$ cat src/rtl/pipe_hazard_scoreboard_if.sv
// Hazard/forwarding bundle between the pipeline datapath and the
// pipe_hazard_scoreboard controller.
//   D-stage inputs : ra_d, use_d, wa_d, regwrite_d, memtoreg_d, multicycle_d, pcs_d
//   E-stage input  : branch_taken_e
//   outputs        : stall_f, stall_d, flush_d, stall_e, flush_e, flush_m, fwd_e, busy_e
// master = datapath side (drives decode info), slave = controller side.
interface pipe_hazard_scoreboard_if #(
    parameter int AW   = 4,
    parameter int NSRC = 2
);
    logic [NSRC*AW-1:0] ra_d;
    logic [NSRC-1:0]    use_d;
    logic [AW-1:0]      wa_d;
    logic               regwrite_d;
    logic               memtoreg_d;
    logic               multicycle_d;
    logic               pcs_d;
    logic               branch_taken_e;
    logic               stall_f;
    logic               stall_d;
    logic               flush_d;
    logic               stall_e;
    logic               flush_e;
    logic               flush_m;
    logic [NSRC*2-1:0]  fwd_e;
    logic               busy_e;

    modport master (
        output ra_d, use_d, wa_d, regwrite_d, memtoreg_d, multicycle_d, pcs_d, branch_taken_e,
        input  stall_f, stall_d, flush_d, stall_e, flush_e, flush_m, fwd_e, busy_e
    );

    modport slave (
        input  ra_d, use_d, wa_d, regwrite_d, memtoreg_d, multicycle_d, pcs_d, branch_taken_e,
        output stall_f, stall_d, flush_d, stall_e, flush_e, flush_m, fwd_e, busy_e
    );
endinterface

$ cat src/rtl/pipe_hazard_scoreboard.sv
// Hazard and forwarding controller for the 5-stage F/D/E/M/W core.
// Keeps a shadow pipeline of destination tags for E/M/W so the datapath
// does not compute register matches itself.
// Ports:
//   clk   - rising-edge clock
//   reset - synchronous active-high, clears all tracking state
//   hz    - slave side of pipe_hazard_scoreboard_if (decode info in,
//           stall/flush enables and per-source forward selects out)
// fwd_e encoding per source (2 bits): 00 register file, 01 ResultW, 10 ALUOutM.
module pipe_hazard_scoreboard #(
    parameter int AW      = 4,
    parameter int NSRC    = 2,
    parameter int MUL_LAT = 3,
    parameter int PC_REG  = 15
) (
    input  logic                      clk,
    input  logic                      reset,
    pipe_hazard_scoreboard_if.slave   hz
);
    localparam int             CW       = $clog2(MUL_LAT + 1);
    localparam logic [AW-1:0]  PC_ADDR  = AW'(PC_REG);
    localparam logic [CW-1:0]  CNT_LOAD = CW'(MUL_LAT - 1);

    // A stage holding a valid register write to address a; the PC register is never tracked.
    function automatic logic hit_fn(input logic v, input logic rw,
                                    input logic [AW-1:0] wa, input logic [AW-1:0] a);
        return v & rw & (wa == a) & (a != PC_ADDR);
    endfunction

    // E shadow stage (sources kept for forwarding select)
    logic               e_valid_r, e_regwrite_r, e_memtoreg_r, e_pcs_r, e_mc_r;
    logic [AW-1:0]      e_wa_r;
    logic [NSRC*AW-1:0] e_ra_r;
    logic [NSRC-1:0]    e_use_r;
    // M and W shadow stages; a load's memtoreg only matters while it sits in E
    logic               m_valid_r, m_regwrite_r, m_pcs_r;
    logic [AW-1:0]      m_wa_r;
    logic               w_valid_r, w_regwrite_r, w_pcs_r;
    logic [AW-1:0]      w_wa_r;
    logic [CW-1:0]      cnt_r;

    logic              busy_s, ldstall_s, pcwp_s, bt_s;
    logic              stall_d_s, stall_e_s, flush_e_s, flush_m_s;
    logic [NSRC*2-1:0] fwd_s;

    // Hazard detection, forwarding selects and stall/flush enables.
    always_comb begin
        busy_s    = e_valid_r & e_mc_r & (cnt_r != {CW{1'b0}});
        ldstall_s = 1'b0;
        fwd_s     = {(NSRC*2){1'b0}};
        for (int i = 0; i < NSRC; i++) begin
            ldstall_s = ldstall_s | (hz.use_d[i] & e_memtoreg_r &
                        hit_fn(e_valid_r, e_regwrite_r, e_wa_r, hz.ra_d[i*AW +: AW]));
            if (e_use_r[i] && hit_fn(m_valid_r, m_regwrite_r, m_wa_r, e_ra_r[i*AW +: AW])) begin
                fwd_s[i*2 +: 2] = 2'b10;
            end else if (e_use_r[i] && hit_fn(w_valid_r, w_regwrite_r, w_wa_r, e_ra_r[i*AW +: AW])) begin
                fwd_s[i*2 +: 2] = 2'b01;
            end else begin
                fwd_s[i*2 +: 2] = 2'b00;
            end
        end
        pcwp_s    = hz.pcs_d | (e_valid_r & e_pcs_r) | (m_valid_r & m_pcs_r);
        // A taken branch cannot redirect while a multi-cycle op owns E.
        bt_s      = hz.branch_taken_e & ~busy_s;
        stall_d_s = ldstall_s | busy_s;
        stall_e_s = busy_s;
        flush_e_s = (ldstall_s & ~busy_s) | bt_s;
        flush_m_s = busy_s;
    end

    assign hz.stall_f = ldstall_s | pcwp_s | busy_s;
    assign hz.stall_d = stall_d_s;
    assign hz.flush_d = bt_s | ((pcwp_s | (w_valid_r & w_pcs_r)) & ~stall_d_s);
    assign hz.stall_e = stall_e_s;
    assign hz.flush_e = flush_e_s;
    assign hz.flush_m = flush_m_s;
    assign hz.fwd_e   = fwd_s;
    assign hz.busy_e  = busy_s;

    // Shadow pipeline advance and multi-cycle occupancy counter.
    always_ff @(posedge clk) begin
        if (reset) begin
            e_valid_r    <= 1'b0;
            e_regwrite_r <= 1'b0;
            e_memtoreg_r <= 1'b0;
            e_pcs_r      <= 1'b0;
            e_mc_r       <= 1'b0;
            e_wa_r       <= {AW{1'b0}};
            e_ra_r       <= {(NSRC*AW){1'b0}};
            e_use_r      <= {NSRC{1'b0}};
            m_valid_r    <= 1'b0;
            m_regwrite_r <= 1'b0;
            m_pcs_r      <= 1'b0;
            m_wa_r       <= {AW{1'b0}};
            w_valid_r    <= 1'b0;
            w_regwrite_r <= 1'b0;
            w_pcs_r      <= 1'b0;
            w_wa_r       <= {AW{1'b0}};
            cnt_r        <= {CW{1'b0}};
        end else begin
            w_valid_r    <= m_valid_r;
            w_regwrite_r <= m_regwrite_r;
            w_pcs_r      <= m_pcs_r;
            w_wa_r       <= m_wa_r;
            // While E is busy its op is held, so M receives a bubble.
            m_valid_r    <= flush_m_s ? 1'b0 : e_valid_r;
            m_regwrite_r <= e_regwrite_r;
            m_pcs_r      <= e_pcs_r;
            m_wa_r       <= e_wa_r;
            if (stall_e_s) begin
                cnt_r <= cnt_r - {{(CW-1){1'b0}}, 1'b1};
            end else if (flush_e_s) begin
                e_valid_r <= 1'b0;
            end else begin
                e_valid_r    <= 1'b1;
                e_regwrite_r <= hz.regwrite_d;
                e_memtoreg_r <= hz.memtoreg_d;
                e_pcs_r      <= hz.pcs_d;
                e_mc_r       <= hz.multicycle_d;
                e_wa_r       <= hz.wa_d;
                e_ra_r       <= hz.ra_d;
                e_use_r      <= hz.use_d;
                // Loaded with MUL_LAT-1 so the op stays in E for MUL_LAT cycles.
                cnt_r        <= hz.multicycle_d ? CNT_LOAD : {CW{1'b0}};
            end
        end
    end
endmodule

$ cat src/flat_wrapper.sv
// flat-port wrapper written by rule: the top's interface ports become plain ports
module pipe_hazard_scoreboard_flat 
#(
    parameter int AW      = 4,
    parameter int NSRC    = 2,
    parameter int MUL_LAT = 3,
    parameter int PC_REG  = 15
)
  (clk, reset, hz_ra_d, hz_use_d, hz_wa_d, hz_regwrite_d, hz_memtoreg_d, hz_multicycle_d, hz_pcs_d, hz_branch_taken_e, hz_stall_f, hz_stall_d, hz_flush_d, hz_stall_e, hz_flush_e, hz_flush_m, hz_fwd_e, hz_busy_e);
  pipe_hazard_scoreboard_if #(.AW(AW), .NSRC(NSRC)) hz_i ();
  input  logic clk;
  input  logic reset;
  input wire logic [$bits(hz_i.ra_d)-1:0] hz_ra_d;
  input wire logic [$bits(hz_i.use_d)-1:0] hz_use_d;
  input wire logic [$bits(hz_i.wa_d)-1:0] hz_wa_d;
  input wire logic [$bits(hz_i.regwrite_d)-1:0] hz_regwrite_d;
  input wire logic [$bits(hz_i.memtoreg_d)-1:0] hz_memtoreg_d;
  input wire logic [$bits(hz_i.multicycle_d)-1:0] hz_multicycle_d;
  input wire logic [$bits(hz_i.pcs_d)-1:0] hz_pcs_d;
  input wire logic [$bits(hz_i.branch_taken_e)-1:0] hz_branch_taken_e;
  output wire logic [$bits(hz_i.stall_f)-1:0] hz_stall_f;
  output wire logic [$bits(hz_i.stall_d)-1:0] hz_stall_d;
  output wire logic [$bits(hz_i.flush_d)-1:0] hz_flush_d;
  output wire logic [$bits(hz_i.stall_e)-1:0] hz_stall_e;
  output wire logic [$bits(hz_i.flush_e)-1:0] hz_flush_e;
  output wire logic [$bits(hz_i.flush_m)-1:0] hz_flush_m;
  output wire logic [$bits(hz_i.fwd_e)-1:0] hz_fwd_e;
  output wire logic [$bits(hz_i.busy_e)-1:0] hz_busy_e;
  assign hz_i.ra_d = hz_ra_d;
  assign hz_i.use_d = hz_use_d;
  assign hz_i.wa_d = hz_wa_d;
  assign hz_i.regwrite_d = hz_regwrite_d;
  assign hz_i.memtoreg_d = hz_memtoreg_d;
  assign hz_i.multicycle_d = hz_multicycle_d;
  assign hz_i.pcs_d = hz_pcs_d;
  assign hz_i.branch_taken_e = hz_branch_taken_e;
  assign hz_stall_f = hz_i.stall_f;
  assign hz_stall_d = hz_i.stall_d;
  assign hz_flush_d = hz_i.flush_d;
  assign hz_stall_e = hz_i.stall_e;
  assign hz_flush_e = hz_i.flush_e;
  assign hz_flush_m = hz_i.flush_m;
  assign hz_fwd_e = hz_i.fwd_e;
  assign hz_busy_e = hz_i.busy_e;
  pipe_hazard_scoreboard #(.AW(AW), .NSRC(NSRC), .MUL_LAT(MUL_LAT), .PC_REG(PC_REG)) u_core (.clk(clk), .reset(reset), .hz(hz_i));
endmodule
$ cat config.mk
export PLATFORM = sky130hd
export DESIGN_NAME = pipe_hazard_scoreboard_flat
export DESIGN_NICKNAME = d
export VERILOG_FILES = /design/src/rtl/pipe_hazard_scoreboard_if.sv /design/src/rtl/pipe_hazard_scoreboard.sv /design/src/flat_wrapper.sv
export SDC_FILE = /design/constraint.sdc
export NUM_CORES = 1
export LEC_CHECK = 0
export BUFFER_PORTS_ARGS = -buffer_cell sky130_fd_sc_hd__buf_4
export CAP_MARGIN = 20
export CORE_MARGIN = 4
export CORE_UTILIZATION = 35
export CTS_BUF_LIST = sky130_fd_sc_hd__clkbuf_2 sky130_fd_sc_hd__clkbuf_4 sky130_fd_sc_hd__clkbuf_8
export DETAILED_ROUTE_END_ITERATION = 10
export MAX_ROUTING_LAYER = met4
export PLACE_DENSITY = 0.59
export SYNTH_ARGS = -nofsm -noshare
export SYNTH_HDL_FRONTEND = slang
export SYNTH_SLANG_ARGS = --single-unit
$ cat constraint.sdc
create_clock -name clk -period 2.19 [get_ports clk]
set_clock_uncertainty 0.1 [all_clocks]
set_input_delay 0.219 -clock clk [delete_from_list [all_inputs] [get_ports clk]]
set_output_delay 0.219 -clock clk [all_outputs]
set_load 0.01 [all_outputs]
======== Word level (Yosys, flattened, before mapping) ========
Cells that the tools add are included.
storage, ports and cells
  register bits ........................... 35
  latch bits .............................. 0
  memory bits (writable) .................. 0
  memory bits (read-only) ................. 0
  bits of input ports ..................... 21
  output and inout bits ................... 11
  word-level logic and storage cells ...... 83
  memories ................................ 0
operators by class
  add/sub/neg operators ................... 1
  multipliers ............................. 0
  divide/modulo/power cells ............... 0
  magnitude comparators ................... 0
  equality and inequality tests ........... 11
  shift-type cells ........................ 0
  mux-type cells .......................... 8
  bitwise operators ....................... 39
  reduce and logical (&&, ||, !) cells .... 7
operator list
  operator                                                number
  AND 1 bit                                               27
  equality test 4 bit                                     6
  inequality test 4 bit (second input constant)           4
  2-to-1 mux 2 bit                                        5
  OR 1 bit                                                9
  logical AND 1 bit                                       4
  2-to-1 mux 1 bit                                        3
  inverter 1 bit                                          3
  inequality test 2 x 1 -> 1 bit (second input constant)  1
  AND reduction 2 bit                                     1
  nonzero test 2 bit                                      1
  OR reduction 2 bit                                      1
  subtractor 2 x 1 -> 2 bit (second input constant)       1

======== Depth between registers and ports, before layout ========
Gate-level depths: netlist (run 1).
  depth after elaboration ................. 9
  gate-level depth with buffers ........... 8
  depth with buffers taken out ............ 8

======== Worst setup path after synthesis (run 1) ========
OpenSTA, ideal clock, no wires.
  kind .................................... reg-to-reg
  start point ............................. reg u_core.cnt_r[0]
  end point ............................... reg u_core.e_pcs_r
  setup time .............................. 0.121 ns
  arrival time ............................ 1.690 ns
  data required time ...................... 1.969 ns
  setup slack ............................. 0.279 ns
  cell stages (with the launch flop) ...... 8
  buffers on the path ..................... 0
  clock period less this slack ............ 1.911 ns
  path through ............................ dfxtp_1 > inv_1 > ha_1 > nor2b_1 > nand2_1 > inv_1 > nor4_4 > mux2_2
on the way
  longest elaborated chain between the ends .. 7
  elaborated cells on any way between the ends .. 8
  classes of those cells .................. bitwise: 6; reduce/logical: 2
ends and longest elaborated chain
  item                                      line                                                        text
  from (decl)                               pipe_hazard_scoreboard.sv:40                                logic [CW-1:0] cnt_r;
  from (signal assigned)                    pipe_hazard_scoreboard.sv:99                                cnt_r <= {CW{1'b0}};
  from (signal assigned)                    pipe_hazard_scoreboard.sv:111                               cnt_r <= cnt_r - {{(CW-1){1'b0}}, 1'b1};
  from (signal assigned)                    pipe_hazard_scoreboard.sv:124                               cnt_r <= hz.multicycle_d ? CNT_LOAD : {CW{1'b0}};
  nonzero test 2 bit (*)                    pipe_hazard_scoreboard.sv:48                                busy_s = e_valid_r & e_mc_r & (cnt_r != {CW{1'b0}});
  AND 1 bit (*)                             pipe_hazard_scoreboard.sv:48
  via hz_busy_e                             flat_wrapper.sv:28                                          output wire logic [$bits(hz_i.busy_e)-1:0] hz_busy_e;
  inverter 1 bit (*)                        pipe_hazard_scoreboard.sv:64, pipe_hazard_scoreboard.sv:67
  AND 1 bit, on equally long branches       pipe_hazard_scoreboard.sv:67, pipe_hazard_scoreboard.sv:64
  OR 1 bit                                  pipe_hazard_scoreboard.sv:67                                flush_e_s = (ldstall_s & ~busy_s) | bt_s;
  inverter 1 bit (no source line)           -
  AND reduction 2 bit (no source line) (*)  -
  to (signal assigned)                      pipe_hazard_scoreboard.sv:118                               e_pcs_r <= hz.pcs_d;
  to (decl)                                 pipe_hazard_scoreboard.sv:31                                logic e_valid_r, e_regwrite_r, e_memtoreg_r, e_pcs_r, e_mc_r;
The timed path passes the listed nets; every way through them passes the cells marked *.
A chain may end at the register's enable or synchronous reset.

======== Worst setup path in the final report (run 1) ========
  start point ............................. reg u_core.e_wa_r[1]
  end point ............................... out hz_flush_d
on the way
  longest elaborated chain between the ends .. 9
  elaborated cells on any way between the ends .. 13
  classes of those cells .................. eq/ne: 2; bitwise: 11
ends and longest elaborated chain
  item                    line                           text
  from (decl)             pipe_hazard_scoreboard.sv:32   logic [AW-1:0] e_wa_r;
  from (signal assigned)  pipe_hazard_scoreboard.sv:88   e_wa_r <= {AW{1'b0}};
  from (signal assigned)  pipe_hazard_scoreboard.sv:120  e_wa_r <= hz.wa_d;
  equality test 4 bit     pipe_hazard_scoreboard.sv:27   return v & rw & (wa == a) & (a != PC_ADDR);
  AND 1 bit (2 in a row)  pipe_hazard_scoreboard.sv:27
  AND 1 bit               pipe_hazard_scoreboard.sv:52   ldstall_s = ldstall_s | (hz.use_d[i] & e_memtoreg_r &
  OR 1 bit (*)            pipe_hazard_scoreboard.sv:52
  OR 1 bit (*)            pipe_hazard_scoreboard.sv:65   stall_d_s = ldstall_s | busy_s;
  inverter 1 bit (*)      pipe_hazard_scoreboard.sv:73   assign hz.flush_d = bt_s | ((pcwp_s | (w_valid_r & w_pcs_r)) & ~stall_d_s);
  AND 1 bit (*)           pipe_hazard_scoreboard.sv:73
  OR 1 bit (*)            pipe_hazard_scoreboard.sv:73
  to (decl)               flat_wrapper.sv:23             output wire logic [$bits(hz_i.flush_d)-1:0] hz_flush_d;
Every way passes the cells marked *; elsewhere a longest branch is shown, timed or not.

==> out/results.txt, run 1 <==
Hold EP = u_core.e_memtoreg_r$_SDFFE_PP0P_
Core Area = 0.004474 sq mm
Initial Util = 37.05%
DIE AREA = 0.005902 sq mm
Static Leak = 0.9002 nW
Cell Rows = 24
Pint = 1.237 mW
Critical-path cell with the highest stage delay = dfxtp_1
Ports = 32
Yosys reg bits = 35
Final net count = 242
DR WL/cell = 13.19 um
H-tree lvl count = 2
Starting DRT DRC Count = 33
Unrepaired setup endpoints after global routing = no
Setup TNS Final = 0 ps
Clk pin slew, worst setup/hold paths = 70 ps
Power density cells = 736.4 mW/mm^2
Min-delay src = hz_memtoreg_d
Post-Route WL = 3.600 mm
Hold depth = 3
Sequence of cells on the critical path = xnor2_1 -> nand3_1 -> nor4_4 -> buf_4 -> a211oi_1 -> o21a_1 -> buf_4
Worst-margin pin slew = 353.2 ps
Post-Syn Nets = 199
Routed Antenna Nets = 0
Die Ht = 76.83 um
Clock power share = 44.4%
Antenna diode count = 0
Worst reg2reg setup slack = 180 ps
Post-route cell area = 0.002156 sq mm
Clock Latency Late Sink = 290 ps
CTS max path bufs = 2
Fmax = 489.7 MHz
Reg-to-reg endpoint = u_core.e_pcs_r$_SDFFE_PP0P_
Sw Ratio = 22.08%
Post-synth ARST share = 0%
Max-cap violations = 0
IO buf count = 31
Hold Crit Class = in2reg
Setup crit end kind = output port
CTS hold repair buffers = 0
Via count = 1265
Synth cell types = 28
Post-synth top flop = dfxtp_1
Largest cells by area after synthesis = dfxtp_1 42%, xnor2_1 9.5%, mux2i_1 7.8%, nor2b_1 7.5%, nand2_1 6.8%
Sw Pwr = 0.3505 mW
Register area share after synthesis = 42.26%
VDD IR-drop max = 0.4449 mV
First-pass GRT wire length = 5.961 mm
Crit start category = flip-flop
Min Tclk post-route = 2042 ps
Crit path max fanout = 5
Period utilization = 93.25%
Cell mode on critical path = buf_4
Layout area overhead = 30.04%
Syn avg cell area = 9.366 sq um
Antenna violations before repair = 0
CP arrival = 1720 ps
Most frequent cell after synthesis = dfxtp_1
Largest area contributor in the netlist = dfxtp_1
Die width = 76.83 um
TritonCTS buffer count = 5
Vias in the first global route = 1250
Buf/Inv on CP = 2
Synth top area share = 42.26%
Fraction of final layout cells sized beyond drive strength 1 = 28.51%
Setup violations, final = 0
Detailed Place HPWL = 2.738 mm
Avg Vias per Cell = 4.634
Max incr delay on CP = 390 ps
Largest net degree at the start of global routing = 27
Pins Over Slew Limit = 0
Synth top cells by count = 35 x dfxtp_1, 30 x nand2_1, 20 x nor2b_1
Pre-antenna DRT Iters = 4
Ys Warns = 0
Crit-path leading delay family = flip-flops
Setup CP Type = reg2out
Root Buffer = clkbuf_8
Comb pwr share = 11.4%
Post-synth EDFFs = 0
Status = complete, no violations
Post-route DRC = 0
Mapped cell area = 0.001658 sq mm
Fillers = 459
Reg2Reg Launch Point = u_core.e_wa_r[0]$_SDFFE_PP0P_
Final hold violations = 0
Clock Sinks = 35
Placer Congestion = 0.7536
Relative slew slack = 76.45%
Crit path required time = 1870 ps
Area after DPL = 0.001967 sq mm
Syn Inst Count = 177
Remaining global-route overflow = 0
Path depth of the worst reg2reg path = 8
Tot GR Track Use = 13.30%
CTS tree = yes
Sequential share of power = 44.2%
## placed cells by master (no fill, tap or decap)
cell type,Yosys,routed
a211oi_1,1,1
a21oi_1,1,1
a221oi_1,1,1
a31o_2,1,1
a31oi_1,1,1
buf_4,2,42
buf_6,1,1
bufinv_16,0,2
clkbuf_4,0,1
clkbuf_8,0,5
clkinv_1,1,1
dfxtp_1,35,33
dfxtp_2,0,1
dfxtp_4,0,1
ha_1,1,1
inv_1,3,3
mux2_2,6,6
mux2i_1,13,13
nand2_1,30,30
nand3_1,10,10
nand4_1,5,5
nor2_1,3,3
nor2b_1,20,20
nor3_1,4,4
nor3b_1,1,1
nor4_1,3,2
nor4_2,0,1
nor4_4,2,2
o21a_1,2,2
o21ai_0,2,2
o31a_1,1,1
xnor2_1,18,18
xor2_1,5,5
## power groups by stage
stage                     combinational, mW  sequential [mW]  clock [mW]
after floorplan                       0.116            0.707           0
after global placement                0.174            0.716           0
after detailed placement              0.175            0.716           0
after CTS                             0.181            0.702       0.719
after global routing                  0.200            0.706       0.741
final                                 0.181            0.701       0.705
## sequential cells by signal (all words and copies together), names as in the netlist
name                 count
u_core.cnt_r             2
u_core.e_mc_r            1
u_core.e_memtoreg_r      1
u_core.e_pcs_r           1
u_core.e_ra_r            8
u_core.e_regwrite_r      1
u_core.e_use_r           2
u_core.e_valid_r         1
u_core.e_wa_r            4
u_core.m_pcs_r           1
u_core.m_regwrite_r      1
u_core.m_valid_r         1
u_core.m_wa_r            4
u_core.w_pcs_r           1
u_core.w_regwrite_r      1
u_core.w_valid_r         1
u_core.w_wa_r            4
## logic make-up (layout without fill, tap and decap cells)
kind of cell	after synthesis	in the layout	synth area share (%)
adders and majority gates	1	1	0.7546
DFF	35	35	42.26
buffers and inverters	11	55	3.395
AOI/OAI and AO/OA	10	10	4.227
and+or+nand+nor	78	78	25.28
xor gates and xnor gates	23	23	12.15
muxes	19	19	11.92
## area by class of cell
type                    instances  area, sq um  share of cell area [%]
multi-input cells             131        907.1                   42.08
flip-flops and latches         35        705.7                   32.73
well taps                      52        65.06                   3.018
repair buffers                 43        326.6                   15.15
clock inverters                 2        60.06                   2.786
clock buffers                   6        76.32                   3.540
inverters                       4        15.01                  0.6965
## metrics by stage
| step | hold WS [ps] | total power, mW | instances | util [%] | worst slack (ps) |
|---|---|---|---|---|---|
| 6_report | 79.56 | 1.588 | 273 | 48.18 | 147.9 |
| 5_1_grt | 96.85 | 1.648 | 273 | 48.18 | 10.35 |
| 4_1_cts | 71.01 | 1.602 | 272 | 47.68 | 30.66 |
| 3_5_place_dp | 348.1 | 0.8918 | 260 | 43.96 | -9.373 |
| 3_3_place_gp | 339.8 | 0.8895 | 260 | 43.96 | -17.84 |
| 2_1_floorplan | 199.9 | 0.8227 | 177 | - | 279.5 |
## worst min-delay path, delay by kind of cell
kind / cells / cell delay, ps
buf+inv: 1 / 110
simple gates: 1 / 50
mux: 1 / 50
## metal layers
layer  track usage [%]  up-vias  share of wire [%]
li1                  -      681                  -
met1             16.97      558                 49
met2             19.69       20                 45
met3             4.567        6                4.4
met4             4.348        0                1.3
met5                 -        -                  0
## how the worst max path moves through the flow
stage,start,endpoint,slack [ps],cells past startpoint
floorplan,u_core.cnt_r[0]$_SDFFE_PP0P_,u_core.e_pcs_r$_SDFFE_PP0P_,280,7
global placement,u_core.cnt_r[0]$_SDFFE_PP0P_,u_core.e_ra_r[6]$_SDFFE_PP0P_,-20,8
detailed placement,u_core.cnt_r[1]$_SDFFE_PP0P_,u_core.e_ra_r[1]$_SDFFE_PP0P_,-9,8
CTS,u_core.e_valid_r$_SDFFE_PP0N_,hz_flush_e,30,6
global route,u_core.e_wa_r[3]$_SDFFE_PP0P_,hz_flush_e,10,5
finish,u_core.e_wa_r[1]$_SDFFE_PP0P_,hz_flush_d,150,7
## what timing repair did
item / in CTS / in global routing
setup buffers: 4 / 2
setup endpoints to repair: 13 / 3
pin swaps: 1 / 2
gates resized for setup: 0 / 5
(Power assumes the default switching activity.)
==> run 2: changes to the inputs <==
- CAP_MARGIN: 20 -> not set
- CORE_UTILIZATION: 35 -> 55
- PLACE_DENSITY: 0.59 -> 0.83
==> out/results.txt, run 2 (synthesis gave the netlist of run 1 again) <==
Status = complete, no violations
Max-cap violations = 0
Setup crit end kind = output port
Avg Vias per Cell = 5.518
Placer Congestion = 0.8255
Power density cells = 638.9 mW/mm^2
Sequence of cells on the critical path = xnor2_1 -> nand3_1 -> nor4_4 -> a211oi_1 -> o21a_1 -> buf_4
CP arrival = 1750 ps
Crit start category = flip-flop
Crit path max fanout = 5
Routed Antenna Nets = 0
Post-route DRC = 0
Period utilization = 94.50%
Cell Rows = 19
Tot GR Track Use = 19.43%
# placed instances = 234
DR WL/cell = 14.12 um
Max reg flops = 8
Crit path required time = 1870 ps
Post-Route WL = 3.460 mm
Initial Util = 58.60%
Clock Sinks = 35
Pre-CTS setup slack = 162.7 ps
Antenna violations before repair = 0
DIE AREA = 0.003956 sq mm
Pins Over Slew Limit = 0
Die Ht = 62.90 um
Biggest register = u_core.e_ra_r
H-tree lvl count = 2
Commonest non-fill, non-tap cell in the layout = buf_4
Setup CP Type = reg2out
Final net count = 235
CTS tree = yes
Worst-margin pin slew = 346.4 ps
Vias in the first global route = 1342
VDD IR-drop max = 0.4544 mV
Root Buffer = clkbuf_4
Hold Crit Class = in2reg
Final cell count without fillers = 245
Fraction of final layout cells sized beyond drive strength 1 = 27.10%
Commonest cells after routing, fill and taps aside = 35 x buf_4, 32 x dfxtp_1, 30 x nand2_1
Worst reg2reg setup slack = 190 ps
Largest net degree at the start of global routing = 27
Critical-path cell with the highest stage delay = dfxtp_2
Fmax = 483.2 MHz
Remaining global-route overflow = 0
Post-route setup slack = 120.4 ps
Antenna diode count = 0
IO buf count = 31
Post-route cell area = 0.002013 sq mm
Clock Latency Late Sink = 340 ps
Crit-path leading delay family = simple AND/OR/NAND/NOR gates
Via count = 1352
Core Area = 0.002829 sq mm
Max incr delay on CP = 360 ps
Detailed Place HPWL = 2.671 mm
Relative slew slack = 76.73%
Ports = 32
Setup violations, final = 0
Die width = 62.90 um
TritonCTS buffer count = 5
Layout area overhead = 21.43%
Static Leak = 0.8393 nW
Final hold violations = 0
Clk pin slew, worst setup/hold paths = 100 ps
Min Tclk post-route = 2070 ps
Unrepaired setup endpoints after global routing = yes
Pre-antenna DRT Iters = 4
CTS max path bufs = 2
First-pass GRT wire length = 5.782 mm
Buf/Inv on CP = 1
Setup TNS Final = 0 ps
Area after DPL = 0.001903 sq mm
Starting DRT DRC Count = 45
==> run 2: changes by cell type in the layout (fill, tap and decap cells not counted), sizes merged <==
cell | before | now
clkbuf | 6 | 8
bufinv | 2 | 0
buf | 43 | 36
==> run 2: layout make-up <==
cell class	count	area, sq um
well taps	31	38.79
repair buffers	36	274.0
flip-flops and latches	35	704.4
inverters	4	15.01
multi-input cells	131	908.4
fillers	211	815.8
clock buffers	8	72.57
==> run 2: through the flow <==
stage,hold WS (ps),util [%],total power [mW]
after floorplan,199.9,-,0.8227
after global placement,348.8,67.27,0.8828
after detailed placement,350.2,67.27,0.8904
after CTS,29.23,69.88,1.292
after global routing,27.55,71.16,1.346
final,42.02,71.16,1.286
==> run 2: path summary, 6_finish.rpt <==
| check | start | endpoint | cells past startpoint |
|---|---|---|---|
| setup / recovery | u_core.e_wa_r[3]$_SDFFE_PP0P_ | hz_flush_d | 6 |
| hold / removal | hz_memtoreg_d | u_core.e_memtoreg_r$_SDFFE_PP0P_ | 3 |
| setup reg to reg | u_core.cnt_r[0]$_SDFFE_PP0P_ | u_core.e_regwrite_r$_SDFFE_PP0P_ | 8 |
| hold reg to reg | u_core.e_mc_r$_SDFFE_PP0P_ | u_core.e_mc_r$_SDFFE_PP0P_ | 2 |
==> run 2: layer usage <==
metal | track usage, % | routed length [um]
met1 | 22.64 | 1540
met2 | 30.04 | 1577
met3 | 6.475 | 271
met4 | 9.091 | 71
met5 | - | 0
==> run 2: what timing repair did <==
item / in CTS / in global routing
pin swaps: 0 / 2
hold buffers: 0 / 0
endpoints found under the setup margin: 2 / 10
buffers inserted: 0 / 3
gates resized for setup: 1 / 5
==> run 2: where the power goes <==
part / switching, mW / internal (mW) / leakage [nW] / total [mW]
registers: 0.0336 / 0.669 / 0.288 / 0.703
logic: 0.0799 / 0.0975 / 0.509 / 0.177
clock network: 0.205 / 0.201 / 0.0420 / 0.406
total: 0.318 / 0.968 / 0.839 / 1.29
==> run 2: tightest hold or removal path, stage by stage <==
cell,delay [ps]
buf_4,110
nand2_1,50
mux2i_1,60
==> run 3: changes to the inputs <==
- CTS_BUF_LIST: sky130_fd_sc_hd__clkbuf_2 sky130_fd_sc_hd__clkbuf_4 sky130_fd_sc_hd__clkbuf_8 -> sky130_fd_sc_hd__clkbuf_8
==> out/results.txt, run 3 (synthesis gave the netlist of run 1 again) <==
Status = complete, no violations
Critical-path cell with the highest stage delay = dfxtp_1
Path depth of the worst reg2reg path = 8
Hold Slack = 99.18 ps
Hold Crit Class = in2reg
Setup TNS Final = 0 ps
Worst-margin pin slew = 399.4 ps
Clock power share = 36.3%
Max-cap violations = 0
Period utilization = 95.65%
Cell Rows = 19
Root Buffer = clkbuf_8
Final hold violations = 0
H-tree lvl count = 2
Placer Congestion = 0.8255
First-pass GRT wire length = 5.899 mm
Antenna violations before repair = 0
CTS max path bufs = 2
Routed Antenna Nets = 0
CTS hold repair buffers = 0
Tot GR Track Use = 19.85%
Setup violations, final = 0
Max reg flops = 8
Via count = 1323
CTS tree = yes
Biggest register = u_core.e_ra_r
Reg2Reg Launch Point = u_core.cnt_r[0]$_SDFFE_PP0P_
TritonCTS buffer count = 5
Initial Util = 58.60%
Final net count = 235
Crit start category = flip-flop
Clock Sinks = 35
Comb pwr share = 12.9%
Setup crit end kind = output port
Layout area overhead = 22.87%
Worst reg2reg setup slack = 190 ps
Pint = 1.048 mW
Sw Ratio = 24.27%
Reg-to-reg endpoint = u_core.e_regwrite_r$_SDFFE_PP0P_
Max incr delay on CP = 410 ps
Crit path required time = 1870 ps
Avg Vias per Cell = 5.400
Hold depth = 3
Clock Latency Late Sink = 290 ps
Remaining global-route overflow = 0
Pins Over Slew Limit = 0
Post-Route WL = 3.557 mm
Min Tclk post-route = 2095 ps
Post-route DRC = 0
Sequence of cells on the critical path = xnor2_1 -> nand3_1 -> nor4_4 -> a211oi_1 -> o21a_1 -> buf_4
Antenna diode count = 0
Die Ht = 62.90 um
Crit path max fanout = 5
Ports = 32
Setup CP Type = reg2out
DIE AREA = 0.003956 sq mm
Min-delay src = hz_memtoreg_d
Vias in the first global route = 1367
Largest net degree at the start of global routing = 27
Sw Pwr = 0.3360 mW
Pre-antenna DRT Iters = 4
Static Leak = 0.8520 nW
VDD IR-drop max = 0.6237 mV
Clk pin slew, worst setup/hold paths = 70 ps
Fmax = 477.4 MHz
Power density cells = 679.6 mW/mm^2
Sequential share of power = 50.8%
CP arrival = 1780 ps
Core Area = 0.002829 sq mm
Commonest cells after routing, fill and taps aside = 35 x buf_4, 35 x dfxtp_1, 30 x nand2_1
IO buf count = 31
Relative slew slack = 73.37%
Die width = 62.90 um
Fraction of final layout cells sized beyond drive strength 1 = 25.23%
Detailed Place HPWL = 2.671 mm
Starting DRT DRC Count = 65
Hold EP = u_core.e_memtoreg_r$_SDFFE_PP0P_
DR WL/cell = 14.52 um
[run 3: changes by cell type in the layout (fill, tap and decap cells not counted)]
cell and delta:
clkbuf_8 +5, inv_1 +1, clkbuf_4 -6, dfxtp_2 -3, dfxtp_1 +3
[run 3: layout make-up]
| class | count | area, sq um |
|---|---|---|
| well taps | 31 | 38.79 |
| multi-input cells | 131 | 908.4 |
| fillers | 205 | 792.0 |
| inverters | 4 | 15.01 |
| clock buffers | 7 | 96.34 |
| clock inverters | 1 | 3.754 |
| flip-flops and latches | 35 | 700.7 |
| repair buffers | 36 | 274.0 |
[run 3: per-layer routing]
layer	up-vias	routed length [um]	track usage (%)
met5	-	0	-
met4	0	79	11.29
met3	9	213	3.957
met2	42	1654	31.36
met1	602	1610	23.42
li1	670	-	-
[run 3: power by group through the flow]
stage | clock network, mW | registers [mW] | logic [mW]
final | 0.503 | 0.703 | 0.178
after global routing | 0.539 | 0.707 | 0.196
after CTS | 0.512 | 0.702 | 0.175
after detailed placement | 0 | 0.716 | 0.174
after global placement | 0 | 0.714 | 0.169
after floorplan | 0 | 0.707 | 0.116
[run 3: timing repair]
item / in CTS / in global routing
endpoints found under the setup margin: 0 / 10
buffers inserted: 0 / 3
resized for setup: 0 / 3
[run 3: worst max-delay path by stage]
stage                                              from                          endpoint  slack (ps)  cells past startpoint
after floorplan            u_core.cnt_r[0]$_SDFFE_PP0P_       u_core.e_pcs_r$_SDFFE_PP0P_         280                      7
after global placement     u_core.cnt_r[0]$_SDFFE_PP0P_       u_core.e_pcs_r$_SDFFE_PP0P_         230                      8
after detailed placement   u_core.cnt_r[0]$_SDFFE_PP0P_  u_core.e_regwrite_r$_SDFFE_PP0P_         160                      8
after CTS                 u_core.e_valid_r$_SDFFE_PP0N_                        hz_flush_e          50                      5
after global routing      u_core.e_wa_r[3]$_SDFFE_PP0P_                        hz_flush_d         -20                      6
final                     u_core.e_wa_r[1]$_SDFFE_PP0P_                        hz_flush_d         100                      6
[run 3: through the flow]
step / area, sq um / setup WS, ps / util [%] / std cells / power (mW)
global placement: 1903 / 228.2 / 67.27 / 234 / 0.8828
floorplan: 1658 / 279.5 / - / 177 / 0.8227
CTS: 2003 / 48.77 / 70.81 / 242 / 1.390
finish: 2037 / 95.35 / 72.00 / 245 / 1.384
global route: 2037 / -17.76 / 72.00 / 245 / 1.442
detailed placement: 1903 / 162.7 / 67.27 / 234 / 0.8904
[run 3: worst max-delay path: cells and delay by family, from the launching register on]
family / cells / cell delay [ps]
flops: 1 / 410
xor+xnor: 1 / 140
compound gates: 2 / 310
buf+inv: 1 / 140
simple gates: 2 / 480
